==> src/rtl/alu_pkg.sv <==
// Shared opcodes, sequencer state encoding and command entry layout.
// Latency: n/a (declarations only).
// Backpressure: n/a.
package alu_pkg;

    // ALU opcodes as seen on alu_code / res_code
    localparam logic [2:0] OP_ADD  = 3'd0;
    localparam logic [2:0] OP_SUB  = 3'd1;
    localparam logic [2:0] OP_NOT  = 3'd2;
    localparam logic [2:0] OP_MUL  = 3'd3;
    localparam logic [2:0] OP_AND  = 3'd4;
    localparam logic [2:0] OP_OR   = 3'd5;
    localparam logic [2:0] OP_NAND = 3'd6;
    localparam logic [2:0] OP_NOR  = 3'd7;

    // Width of one queued command {chain, a, b, code}
    localparam int CMD_W = 12;

    typedef enum logic [1:0] {
        ST_IDLE  = 2'd0,
        ST_DRIVE = 2'd1,
        ST_OUT   = 2'd2
    } seq_state_t;

    typedef struct packed {
        logic       chain;
        logic [3:0] a;
        logic [3:0] b;
        logic [2:0] code;
    } cmd_t;

endpackage

==> src/rtl/alu_cmd_sequencer_if.sv <==
// Command, ALU and result signal bundle of the ALU command sequencer.
// Latency: n/a (wiring only).
// Backpressure: cmd_ready and res_ready carry valid/ready flow control.
interface alu_cmd_sequencer_if;

    logic       cmd_valid;
    logic       cmd_ready;
    logic [3:0] cmd_a;
    logic [3:0] cmd_b;
    logic [2:0] cmd_code;
    logic       cmd_chain;

    logic [3:0] alu_a;
    logic [3:0] alu_b;
    logic [2:0] alu_code;
    logic       alu_en;
    logic [7:0] alu_result;

    logic       res_valid;
    logic       res_ready;
    logic [7:0] res_data;
    logic [2:0] res_code;
    logic       res_zero;

    // Sequencer side
    modport slave (
        input  cmd_valid, cmd_a, cmd_b, cmd_code, cmd_chain,
        output cmd_ready,
        output alu_a, alu_b, alu_code, alu_en,
        input  alu_result,
        output res_valid, res_data, res_code, res_zero,
        input  res_ready
    );

    // Command producer, ALU and result consumer side
    modport master (
        output cmd_valid, cmd_a, cmd_b, cmd_code, cmd_chain,
        input  cmd_ready,
        input  alu_a, alu_b, alu_code, alu_en,
        output alu_result,
        input  res_valid, res_data, res_code, res_zero,
        output res_ready
    );

endinterface

==> src/rtl/alu_cmd_fifo.sv <==
// Synchronous command FIFO, no fall-through, registered full/empty flags.
// Latency: an entry pushed at edge T is visible on pop_dat / empty=0 after edge T.
// Backpressure: push ignored while full; full reads 1 during reset so nothing is taken in.
module alu_cmd_fifo #(
    parameter int DEPTH = 4,
    parameter int AW    = 2,
    parameter int W     = 12
) (
    input  logic         clk,
    input  logic         rst_n,
    input  logic         push,
    input  logic [W-1:0] push_dat,
    input  logic         pop,
    output logic [W-1:0] pop_dat,
    output logic         full,
    output logic         empty
);

    localparam logic [AW:0] FULL_CNT = (AW+1)'(DEPTH);

    logic [W-1:0]  mem [DEPTH];
    logic [AW-1:0] wr_ptr;
    logic [AW-1:0] rd_ptr;
    logic [AW:0]   count;
    logic [AW:0]   count_nxt;
    logic          do_push;
    logic          do_pop;

    assign do_push = push && !full;
    assign do_pop  = pop && !empty;
    assign pop_dat = mem[rd_ptr];

    // Occupancy after this edge; simultaneous push and pop leave it unchanged
    always_comb begin
        count_nxt = count;
        case ({do_push, do_pop})
            2'b10:   count_nxt = count + 1'b1;
            2'b01:   count_nxt = count - 1'b1;
            default: count_nxt = count;
        endcase
    end

    // Pointers, occupancy and flags; flags registered from next occupancy
    always_ff @(posedge clk) begin
        if (!rst_n) begin
            wr_ptr <= '0;
            rd_ptr <= '0;
            count  <= '0;
            full   <= 1'b1;
            empty  <= 1'b1;
        end else begin
            if (do_push) begin
                wr_ptr <= wr_ptr + 1'b1;
            end
            if (do_pop) begin
                rd_ptr <= rd_ptr + 1'b1;
            end
            count <= count_nxt;
            full  <= (count_nxt == FULL_CNT);
            empty <= (count_nxt == '0);
        end
    end

    // Entry storage; contents are don't-care while empty so no reset needed
    always_ff @(posedge clk) begin
        if (do_push) begin
            mem[wr_ptr] <= push_dat;
        end
    end

endmodule

==> src/rtl/alu_cmd_sequencer.sv <==
// Queues ALU commands, drives the ALU one command at a time and holds each result for a valid/ready consumer.
// Latency: command accepted at edge T into an idle empty block -> alu_en in T+1..T+2 -> res_valid after T+2.
// Backpressure: res_ready low parks the result in OUT; DEPTH more commands queue, then cmd_ready drops.
module alu_cmd_sequencer
    import alu_pkg::*;
#(
    parameter int DEPTH = 4,
    parameter int AW    = 2
) (
    input  logic               clk,
    input  logic               rst_n,
    alu_cmd_sequencer_if.slave bus
);

    seq_state_t state;
    cmd_t       in_cmd;
    cmd_t       head;
    logic       fifo_full;
    logic       fifo_empty;
    logic       load_next;
    logic [3:0] load_a;
    logic [3:0] last_lo;

    logic [3:0] alu_a_q;
    logic [3:0] alu_b_q;
    logic [2:0] alu_code_q;
    logic       alu_en_q;
    logic       res_valid_q;
    logic [7:0] res_data_q;
    logic [2:0] res_code_q;
    logic       res_zero_q;

    assign in_cmd = '{chain: bus.cmd_chain, a: bus.cmd_a, b: bus.cmd_b, code: bus.cmd_code};

    alu_cmd_fifo #(
        .DEPTH (DEPTH),
        .AW    (AW),
        .W     (CMD_W)
    ) u_fifo (
        .clk      (clk),
        .rst_n    (rst_n),
        .push     (bus.cmd_valid),
        .push_dat (in_cmd),
        .pop      (load_next),
        .pop_dat  (head),
        .full     (fifo_full),
        .empty    (fifo_empty)
    );

    // Pop whenever the ALU is free to take a command: idle, or the held result is being consumed
    assign load_next = !fifo_empty &&
                       ((state == ST_IDLE) || ((state == ST_OUT) && bus.res_ready));

    // Chained commands take A from the most recent result, even if it is still parked in OUT
    assign load_a = head.chain ? last_lo : head.a;

    assign bus.cmd_ready = !fifo_full;
    assign bus.alu_a     = alu_a_q;
    assign bus.alu_b     = alu_b_q;
    assign bus.alu_code  = alu_code_q;
    assign bus.alu_en    = alu_en_q;
    assign bus.res_valid = res_valid_q;
    assign bus.res_data  = res_data_q;
    assign bus.res_code  = res_code_q;
    assign bus.res_zero  = res_zero_q;

    // Issue FSM: load operands, pulse alu_en for the DRIVE cycle, capture and hold the result
    always_ff @(posedge clk) begin
        if (!rst_n) begin
            state       <= ST_IDLE;
            alu_a_q     <= '0;
            alu_b_q     <= '0;
            alu_code_q  <= '0;
            alu_en_q    <= 1'b0;
            res_valid_q <= 1'b0;
            res_data_q  <= '0;
            res_code_q  <= '0;
            res_zero_q  <= 1'b1;
            last_lo     <= '0;
        end else begin
            alu_en_q <= 1'b0;
            case (state)
                ST_IDLE: begin
                    if (load_next) begin
                        alu_a_q    <= load_a;
                        alu_b_q    <= head.b;
                        alu_code_q <= head.code;
                        alu_en_q   <= 1'b1;
                        state      <= ST_DRIVE;
                    end
                end
                ST_DRIVE: begin
                    // Only cycle in which alu_result is meaningful
                    res_data_q  <= bus.alu_result;
                    res_code_q  <= alu_code_q;
                    res_zero_q  <= (bus.alu_result == 8'd0);
                    last_lo     <= bus.alu_result[3:0];
                    res_valid_q <= 1'b1;
                    state       <= ST_OUT;
                end
                ST_OUT: begin
                    if (bus.res_ready) begin
                        // Result consumed; drop valid so it cannot be taken twice
                        res_valid_q <= 1'b0;
                        if (load_next) begin
                            alu_a_q    <= load_a;
                            alu_b_q    <= head.b;
                            alu_code_q <= head.code;
                            alu_en_q   <= 1'b1;
                            state      <= ST_DRIVE;
                        end else begin
                            state <= ST_IDLE;
                        end
                    end
                end
                default: begin
                    state <= ST_IDLE;
                end
            endcase
        end
    end

endmodule

==> src/flat_wrapper.sv <==
// flat-port wrapper written by rule: the top's interface ports become plain ports
module alu_cmd_sequencer_flat import alu_pkg::*;
#(
    parameter int DEPTH = 4,
    parameter int AW    = 2
)
  (clk, rst_n, bus_cmd_valid, bus_cmd_a, bus_cmd_b, bus_cmd_code, bus_cmd_chain, bus_cmd_ready, bus_alu_a, bus_alu_b, bus_alu_code, bus_alu_en, bus_alu_result, bus_res_valid, bus_res_data, bus_res_code, bus_res_zero, bus_res_ready);
  alu_cmd_sequencer_if bus_i ();
  input  logic clk;
  input  logic rst_n;
  input wire logic [$bits(bus_i.cmd_valid)-1:0] bus_cmd_valid;
  input wire logic [$bits(bus_i.cmd_a)-1:0] bus_cmd_a;
  input wire logic [$bits(bus_i.cmd_b)-1:0] bus_cmd_b;
  input wire logic [$bits(bus_i.cmd_code)-1:0] bus_cmd_code;
  input wire logic [$bits(bus_i.cmd_chain)-1:0] bus_cmd_chain;
  output wire logic [$bits(bus_i.cmd_ready)-1:0] bus_cmd_ready;
  output wire logic [$bits(bus_i.alu_a)-1:0] bus_alu_a;
  output wire logic [$bits(bus_i.alu_b)-1:0] bus_alu_b;
  output wire logic [$bits(bus_i.alu_code)-1:0] bus_alu_code;
  output wire logic [$bits(bus_i.alu_en)-1:0] bus_alu_en;
  input wire logic [$bits(bus_i.alu_result)-1:0] bus_alu_result;
  output wire logic [$bits(bus_i.res_valid)-1:0] bus_res_valid;
  output wire logic [$bits(bus_i.res_data)-1:0] bus_res_data;
  output wire logic [$bits(bus_i.res_code)-1:0] bus_res_code;
  output wire logic [$bits(bus_i.res_zero)-1:0] bus_res_zero;
  input wire logic [$bits(bus_i.res_ready)-1:0] bus_res_ready;
  assign bus_i.cmd_valid = bus_cmd_valid;
  assign bus_i.cmd_a = bus_cmd_a;
  assign bus_i.cmd_b = bus_cmd_b;
  assign bus_i.cmd_code = bus_cmd_code;
  assign bus_i.cmd_chain = bus_cmd_chain;
  assign bus_cmd_ready = bus_i.cmd_ready;
  assign bus_alu_a = bus_i.alu_a;
  assign bus_alu_b = bus_i.alu_b;
  assign bus_alu_code = bus_i.alu_code;
  assign bus_alu_en = bus_i.alu_en;
  assign bus_i.alu_result = bus_alu_result;
  assign bus_res_valid = bus_i.res_valid;
  assign bus_res_data = bus_i.res_data;
  assign bus_res_code = bus_i.res_code;
  assign bus_res_zero = bus_i.res_zero;
  assign bus_i.res_ready = bus_res_ready;
  alu_cmd_sequencer #(.DEPTH(DEPTH), .AW(AW)) u_core (.clk(clk), .rst_n(rst_n), .bus(bus_i));
endmodule
==> config.mk <==
export PLATFORM = sky130hd
export DESIGN_NAME = alu_cmd_sequencer_flat
export DESIGN_NICKNAME = d
export VERILOG_FILES = /design/src/rtl/alu_pkg.sv /design/src/rtl/alu_cmd_sequencer_if.sv /design/src/rtl/alu_cmd_fifo.sv /design/src/rtl/alu_cmd_sequencer.sv /design/src/flat_wrapper.sv
export SDC_FILE = /design/constraint.sdc
export NUM_CORES = 1
export LEC_CHECK = 0
export BUFFER_PORTS_ARGS = -buffer_cell sky130_fd_sc_hd__buf_2
export CORE_ASPECT_RATIO = 0.9
export CORE_MARGIN = 8
export CORE_UTILIZATION = 34
export DETAILED_ROUTE_END_ITERATION = 10
export PLACE_DENSITY = 0.63
export SYNTH_ARGS = -nofsm -noshare
export SYNTH_HDL_FRONTEND = slang
export SYNTH_SLANG_ARGS = --single-unit
==> constraint.sdc <==
create_clock -name clk -period 2.5 [get_ports clk]
set_clock_uncertainty 0.15 [all_clocks]
set_input_delay 0.125 -clock clk [delete_from_list [all_inputs] [get_ports clk]]
set_output_delay 0.125 -clock clk [all_outputs]
set_load 0.05 [all_outputs]
Word level (Yosys, flattened, before mapping)
Memory sizes are Yosys's and may differ from the RTL's. A register that Yosys moved wholly into a read port is not among the register bits.
Index checks and enable logic that the tools add are counted.
{"block": "classes", "addsub": 4, "magnitude_cmp": 0, "mux": 24, "bitwise": 0, "n_reduce_logical": 15, "n_mul": 0, "div_mod_pow": 0, "n_shift": 0, "n_eq_ne": 7}
{"op": "$mux W4", "n": 5}
{"op": "$pmux W4 S2", "n": 2}
{"op": "$pmux W3 S2", "n": 2}
{"op": "$logic_not A8 Y1", "n": 1}
{"op": "$mux W2", "n": 4}
{"op": "$mux W1", "n": 6}
{"op": "$mux W3", "n": 2}
{"op": "$pmux W2 S3", "n": 1}
{"op": "$reduce_and A2 Y1", "n": 3}
{"op": "$add A2 B1 Y2 const B", "n": 2}
{"op": "$eq A2 B1 Y1 const B", "n": 2}
{"op": "$eq A2 B2 Y1 const B", "n": 2}
{"op": "$logic_and A1 B1 Y1", "n": 4}
{"op": "$ne A2 B2 Y1 const B", "n": 2}
{"op": "$pmux W1 S2", "n": 2}
{"op": "$reduce_bool A2 Y1", "n": 2}
{"op": "$add A3 B1 Y3 const B", "n": 1}
{"op": "$eq A3 B3 Y1 const B", "n": 1}
{"op": "$logic_not A3 Y1", "n": 1}
{"op": "$sub A3 B1 Y3 const B", "n": 1}
{"op": "$logic_not A1 Y1", "n": 2}
{"op": "$logic_not A2 Y1", "n": 1}
{"op": "$logic_or A1 B1 Y1", "n": 1}
{"block": "totals", "latchBits": 0, "romBits": 0, "mem_bits_rw": 48, "in_bits": 24, "out_inout_bits": 26, "register_bits": 40, "memories": 1}
{"memory": "u_core.u_fifo.mem", "words": 4, "width": 12, "rd": 1, "rd_clocked_by_memory_dff": 1, "wr": 1, "line": "alu_cmd_fifo.sv:21", "rtl": "logic [W-1:0] mem [DEPTH];"}

Longest topological paths before layout
{"block": "logic_depth", "depth_word": 8, "mapped_depth": 11, "ltp_nobuf": 10}

Hierarchy
From an unflattened synthesis, not the netlist that was laid out.
{"block": "unflattened", "cells_unflattened": 243, "area_unflattened_um2": 3359.5}
{"mod": "alu_cmd_fifo", "n_inst": 1, "area_per_inst_um2": 2280.9, "cells_each": 119}
{"mod": "alu_cmd_sequencer", "n_inst": 1, "area_per_inst_um2": 1078.5, "cells_each": 124}

Worst setup path after synthesis
No wires, ideal clock.
{"block": "synth_timing", "path_kind": "flip-flop to flip-flop", "from": "register u_core.state[0]", "to": "register u_core.u_fifo.empty", "t_required_ns": 2.218, "slack_ns": 0.177, "t_arrival_ns": 2.041, "path_stages_with_launch": 12, "synth_period_minus_slack_ns": 2.323, "cell_sequence": "dfxtp_1 > nor2_2 > nand2_2 > inv_2 > buf_4 > ha_1 > inv_1 > fa_1 > xor2_1 > nor2_1 > xor2_1 > o21ai_0"}
{"block": "synth_via", "elab_chain_cells": 8, "word_cells_on_any_way": 10, "cone_classes": "eq/ne: 3; mux: 1; reduce/logical: 6"}
{"item": "start: declaration", "line": "alu_cmd_sequencer.sv:15", "rtl": "seq_state_t state;"}
{"item": "start signal: assignment", "line": "alu_cmd_sequencer.sv:70", "rtl": "state <= ST_IDLE;"}
{"item": "start signal: assignment", "line": "alu_cmd_sequencer.sv:89", "rtl": "state <= ST_DRIVE;"}
{"item": "start signal: assignment", "line": "alu_cmd_sequencer.sv:99", "rtl": "state <= ST_OUT;"}
{"item": "$eq A2 B2 Y1", "line": "alu_cmd_sequencer.sv:52", "rtl": "((state == ST_IDLE) || ((state == ST_OUT) && bus.res_ready));"}
{"item": "$logic_and A1 B1 Y1", "line": "alu_cmd_sequencer.sv:52"}
{"item": "$logic_or A1 B1 Y1 (*)", "line": "alu_cmd_sequencer.sv:52"}
{"item": "$logic_and A1 B1 Y1 (*)", "line": "alu_cmd_sequencer.sv:51", "rtl": "assign load_next = !fifo_empty &&"}
{"item": "$logic_and A1 B1 Y1 (*)", "line": "alu_cmd_fifo.sv:30", "rtl": "assign do_pop = pop && !empty;"}
{"item": "$eq A2 B1 Y1 / $eq A2 B2 Y1 (equally long branches)", "line": "alu_cmd_fifo.sv:36", "rtl": "case ({do_push, do_pop})"}
{"item": "$pmux W3 S2 (*)", "line": "alu_cmd_fifo.sv:36"}
{"item": "$logic_not A3 Y1 (*)", "line": "alu_cmd_fifo.sv:60", "rtl": "empty <= (count_nxt == '0);"}
{"item": "end signal: assignment", "line": "alu_cmd_fifo.sv:60"}
{"item": "end: declaration", "line": "alu_cmd_fifo.sv:16", "rtl": "output logic empty"}
Every way passes the cells marked *; elsewhere a longest branch is shown, timed or not.
A chain may end at the register's enable or synchronous reset.

Worst setup path after layout
{"block": "layout_timing", "from": "input bus_res_ready", "to": "register u_core.u_fifo.empty"}
{"block": "layout_via", "elab_chain_cells": 7, "word_cells_on_any_way": 8, "cone_classes": "eq/ne: 2; mux: 1; reduce/logical: 5"}
{"item": "start: declaration", "line": "flat_wrapper.sv:26", "rtl": "input wire logic [$bits(bus_i.res_ready)-1:0] bus_res_ready;"}
{"item": "$logic_and A1 B1 Y1 (*)", "line": "alu_cmd_sequencer.sv:52"}
{"item": "$logic_or A1 B1 Y1 (*)", "line": "alu_cmd_sequencer.sv:52"}
{"item": "$logic_and A1 B1 Y1 (*)", "line": "alu_cmd_sequencer.sv:51"}
{"item": "$logic_and A1 B1 Y1 (*)", "line": "alu_cmd_fifo.sv:30"}
{"item": "$eq A2 B1 Y1 / $eq A2 B2 Y1 (equally long branches)", "line": "alu_cmd_fifo.sv:36"}
{"item": "$pmux W3 S2 (*)", "line": "alu_cmd_fifo.sv:36"}
{"item": "$logic_not A3 Y1 (*)", "line": "alu_cmd_fifo.sv:60"}
Marks and branches as above.

==> impl_metrics.json <==
{
  "antenna_left": 0,
  "setup_viol_count_final": 0,
  "drt_first_iter_violations": 131,
  "dp_hpwl_mm": 4.34,
  "final_hold_viol_count": 0,
  "cts-root-buf": "clkbuf_8",
  "start_util_pct": 34.6,
  "power.density_nw_per_um2": 991,
  "cp_cell_sequence": "dlygate4sd3_1 > buf_2 > nand2b_1 > nand2_2 > inv_2 > ha_1 > inv_1 > fa_1 > xor2_1 > nor2_1 > xor2_1 > o21ai_0",
  "antenna_found_initial": 0,
  "diodes": 0,
  "cp-end-kind": "flop",
  "holdCritStartpoint": "rst_n",
  "clock_latency_ns": 0.35,
  "cts_buffers": 9,
  "wl_met3_um": 454,
  "final_common_cell": "buf_2",
  "syn2layout_area_growth_pct": 24.8,
  "grt_max_degree": 38,
  "crit_type": "primary input to flop",
  "arrival_ns": 2.38,
  "cts_sinks": 86,
  "slowest_delay_ns": 0.52,
  "maxCapViolCount": 0,
  "timing.final.crit_share_pct": 92.9,
  "crit_path_max_fanout": 5,
  "first_pass_iters": 4,
  "slew_headroom_pct": 53.3,
  "met1_length_mm": 3.04,
  "power.leakage_nw": 1.57,
  "core_area_um2": 9570,
  "finalNetCount": 344,
  "grt_pass1_wl_mm": 10.7,
  "cts_buffer_depth": 2,
  "total_power_mw": 4.09,
  "ys_async_sr_fraction_pct": 0,
  "htreeDepth": 3,
  "grtUsageTotal_pct": 10.5,
  "synth_nets": 267,
  "layout_common_cells": "buf_2 (49), edfxtp_1 (48), nand2_1 (40)",
  "fp-row-count": 34,
  "fp.dieW_um": 120,
  "wl_per_cell_um": 14.8,
  "cpMostUsedCell": "xor2_1",
  "synthCells": 237,
  "fin_crit_ns": 2.32,
  "totalWireLength_mm": 6.58,
  "routed-wl-met2_mm": 3.06,
  "drive_gt1_share_pct": 23.8,
  "die_area_um2": 13200,
  "fmax_ghz": 0.431,
  "whs_path_depth": 2,
  "synth_edf_count": 48,
  "portBuffers": 49,
  "critPathRequiredTime_ns": 2.56,
  "finalMaxSlewViolations": 0,
  "cts_tree": "built",
  "gp_congestion": 0.722,
  "worstReg2RegEnd": "u_core.u_fifo.empty$_SDFF_PN1_",
  "synth_cell_types": 32,
  "hold_end": "u_core.bus.res_zero$_SDFFE_PN1P_",
  "synth_area_um2": 3310,
  "drc": 0,
  "avgSynthCellArea_um2": 14.0,
  "rsz0062_at_grt": "false",
  "r2r-start": "u_core.state[0]$_SDFFE_PN0P_",
  "boundaryPins": 50,
  "peakVddDrop_mv": 0.461,
  "vias_per_cell": 4.55,
  "hold_class": "primary input to flop",
  "worstMarginPinSlew_ns": 0.701,
  "yosys_warnings": 0,
  "cts.clk_slew.worst_paths_ns": 0.09,
  "die_y_um": 110,
  "grt_overflow": 0,
  "rr_worst_depth": 10,
  "grt_pass1_vias": 2108,
  "tns_ns": 0,
  "synth_ff_type": "edfxtp_1",
  "vias": 2026,
  "r2r_slack_ns": 0.24,
  "routed.top_layer": "met4",
  "status": "complete, no violations",
  "critPathSlowestCell": "dlygate4sd3_1",
  "ys_seq_elements": 86,
  "startpoint_type": "primary input",
  "seq_area_frac_synth_pct": 66.5
}
[worst max path at each step]
stage	start	to	slack [ns]	cells past startpoint
after global placement	u_core.state[0]$_SDFFE_PN0P_	u_core.u_fifo.empty$_SDFF_PN1_	0.34	10
after floorplan	u_core.state[0]$_SDFFE_PN0P_	u_core.u_fifo.empty$_SDFF_PN1_	0.18	11
after CTS	bus_res_ready	u_core.u_fifo.empty$_SDFF_PN1_	0.21	12
after detailed placement	u_core.state[0]$_SDFFE_PN0P_	u_core.u_fifo.empty$_SDFF_PN1_	0.27	10
final	bus_res_ready	u_core.u_fifo.empty$_SDFF_PN1_	0.18	12
after global routing	bus_res_ready	u_core.u_fifo.empty$_SDFF_PN1_	0.06	12
[final cells by class]
type                    instances  area (um^2)
flip-flops and latches         86         2200
multi-input cells             132         1020
well taps                     126          158
inverters                       9         33.8
clock inverters                 5         82.6
clock buffers                  11          131
repair buffers                 76          500
fillers                       892         5440
[metal layers]
layer  GRT usage [%]  vias up
met5               0        -
met4            2.40        0
met3            4.93        4
met2            17.3       49
met1            12.5      970
li1                -     1003
[through the flow]
stage / utilization, % / cell area [um^2] / setup slack [ns] / cells / hold slack [ns]
3_3_place_gp: 38.7 / 3710 / 0.340 / 408 / 0.190
5_1_grt: 43.2 / 4130 / 0.0609 / 445 / 0.0972
6_report: 43.2 / 4130 / 0.179 / 445 / 0.0828
4_1_cts: 43.2 / 4130 / 0.209 / 445 / 0.0849
3_5_place_dp: 38.7 / 3710 / 0.269 / 408 / 0.193
2_1_floorplan: - / 3310 / 0.177 / 237 / 0.0739
[critical path: cells and delay by family]
kind / cells / cell delay (ns)
AOI/OAI and AO/OA: 1 / 0.11
buffers and inverters: 4 / 0.76
and+or+nand+nor: 3 / 0.46
adders and majority gates: 2 / 0.57
xor gates and xnor gates: 2 / 0.34
[flip-flops by register name (all words and copies together) (netlist names), named ones only]
signal,count
u_core.bus.res_valid,1
u_core.bus.res_data,5
u_core.u_fifo.rd_ptr,2
u_core.u_fifo.full,1
u_core.state,2
u_core.bus.res_code,3
u_core.bus.alu_a,4
u_core.bus.alu_en,1
u_core.u_fifo.count,3
u_core.u_fifo.mem,48
u_core.bus.res_zero,1
u_core.u_fifo.empty,1
u_core.u_fifo.wr_ptr,2
u_core.last_lo,3
u_core.bus.alu_code,3
u_core.bus.alu_b,4
[cell families (layout without fill, tap and decap cells)]
| kind of cell | Yosys count | in the layout | share of synthesized area [%] |
|---|---|---|---|
| DFF | 86 | 86 | 66.5 |
| buffers and inverters | 19 | 101 | 2.57 |
| muxes | 16 | 16 | 10.3 |
| adders and majority gates | 6 | 6 | 2.50 |
| AOI/OAI and AO/OA | 34 | 34 | 6.62 |
| xor gates and xnor gates | 7 | 7 | 1.85 |
| and+or+nand+nor | 69 | 69 | 9.64 |
[report_power, final]
part           leakage, nW  total, mW  internal, mW  switching (mW)
Clock                0.108       1.04         0.567           0.472
Sequential           0.747       1.83          1.70           0.135
Combinational        0.711       1.22         0.470           0.753
[cells in the mapped netlist (3+ instances only)]
master | instances | share of area (%)
a21boi_0 | 15 | 3.4
a21boi_1 | 3 | 0.68
a21oi_1 | 6 | 0.91
and2_1 | 11 | 2.1
clkbuf_1 | 6 | 0.68
dfxtp_1 | 38 | 23
edfxtp_1 | 48 | 44
ha_1 | 5 | 1.9
inv_1 | 8 | 0.91
mux2i_1 | 4 | 1.2
mux4_1 | 8 | 6.4
mux4_2 | 4 | 2.7
nand2_1 | 40 | 4.5
nand3_1 | 3 | 0.45
nor2_1 | 4 | 0.45
nor2b_1 | 3 | 0.57
o21ai_0 | 8 | 1.2
xnor2_1 | 5 | 1.3
[what timing repair did]
item                      4_1_cts  5_1_grt
hold buffers                   21        0
buffers inserted                0        0
hold endpoints to repair       58        0
resized for setup               0        0
Power figures use the tool's default switching activity.
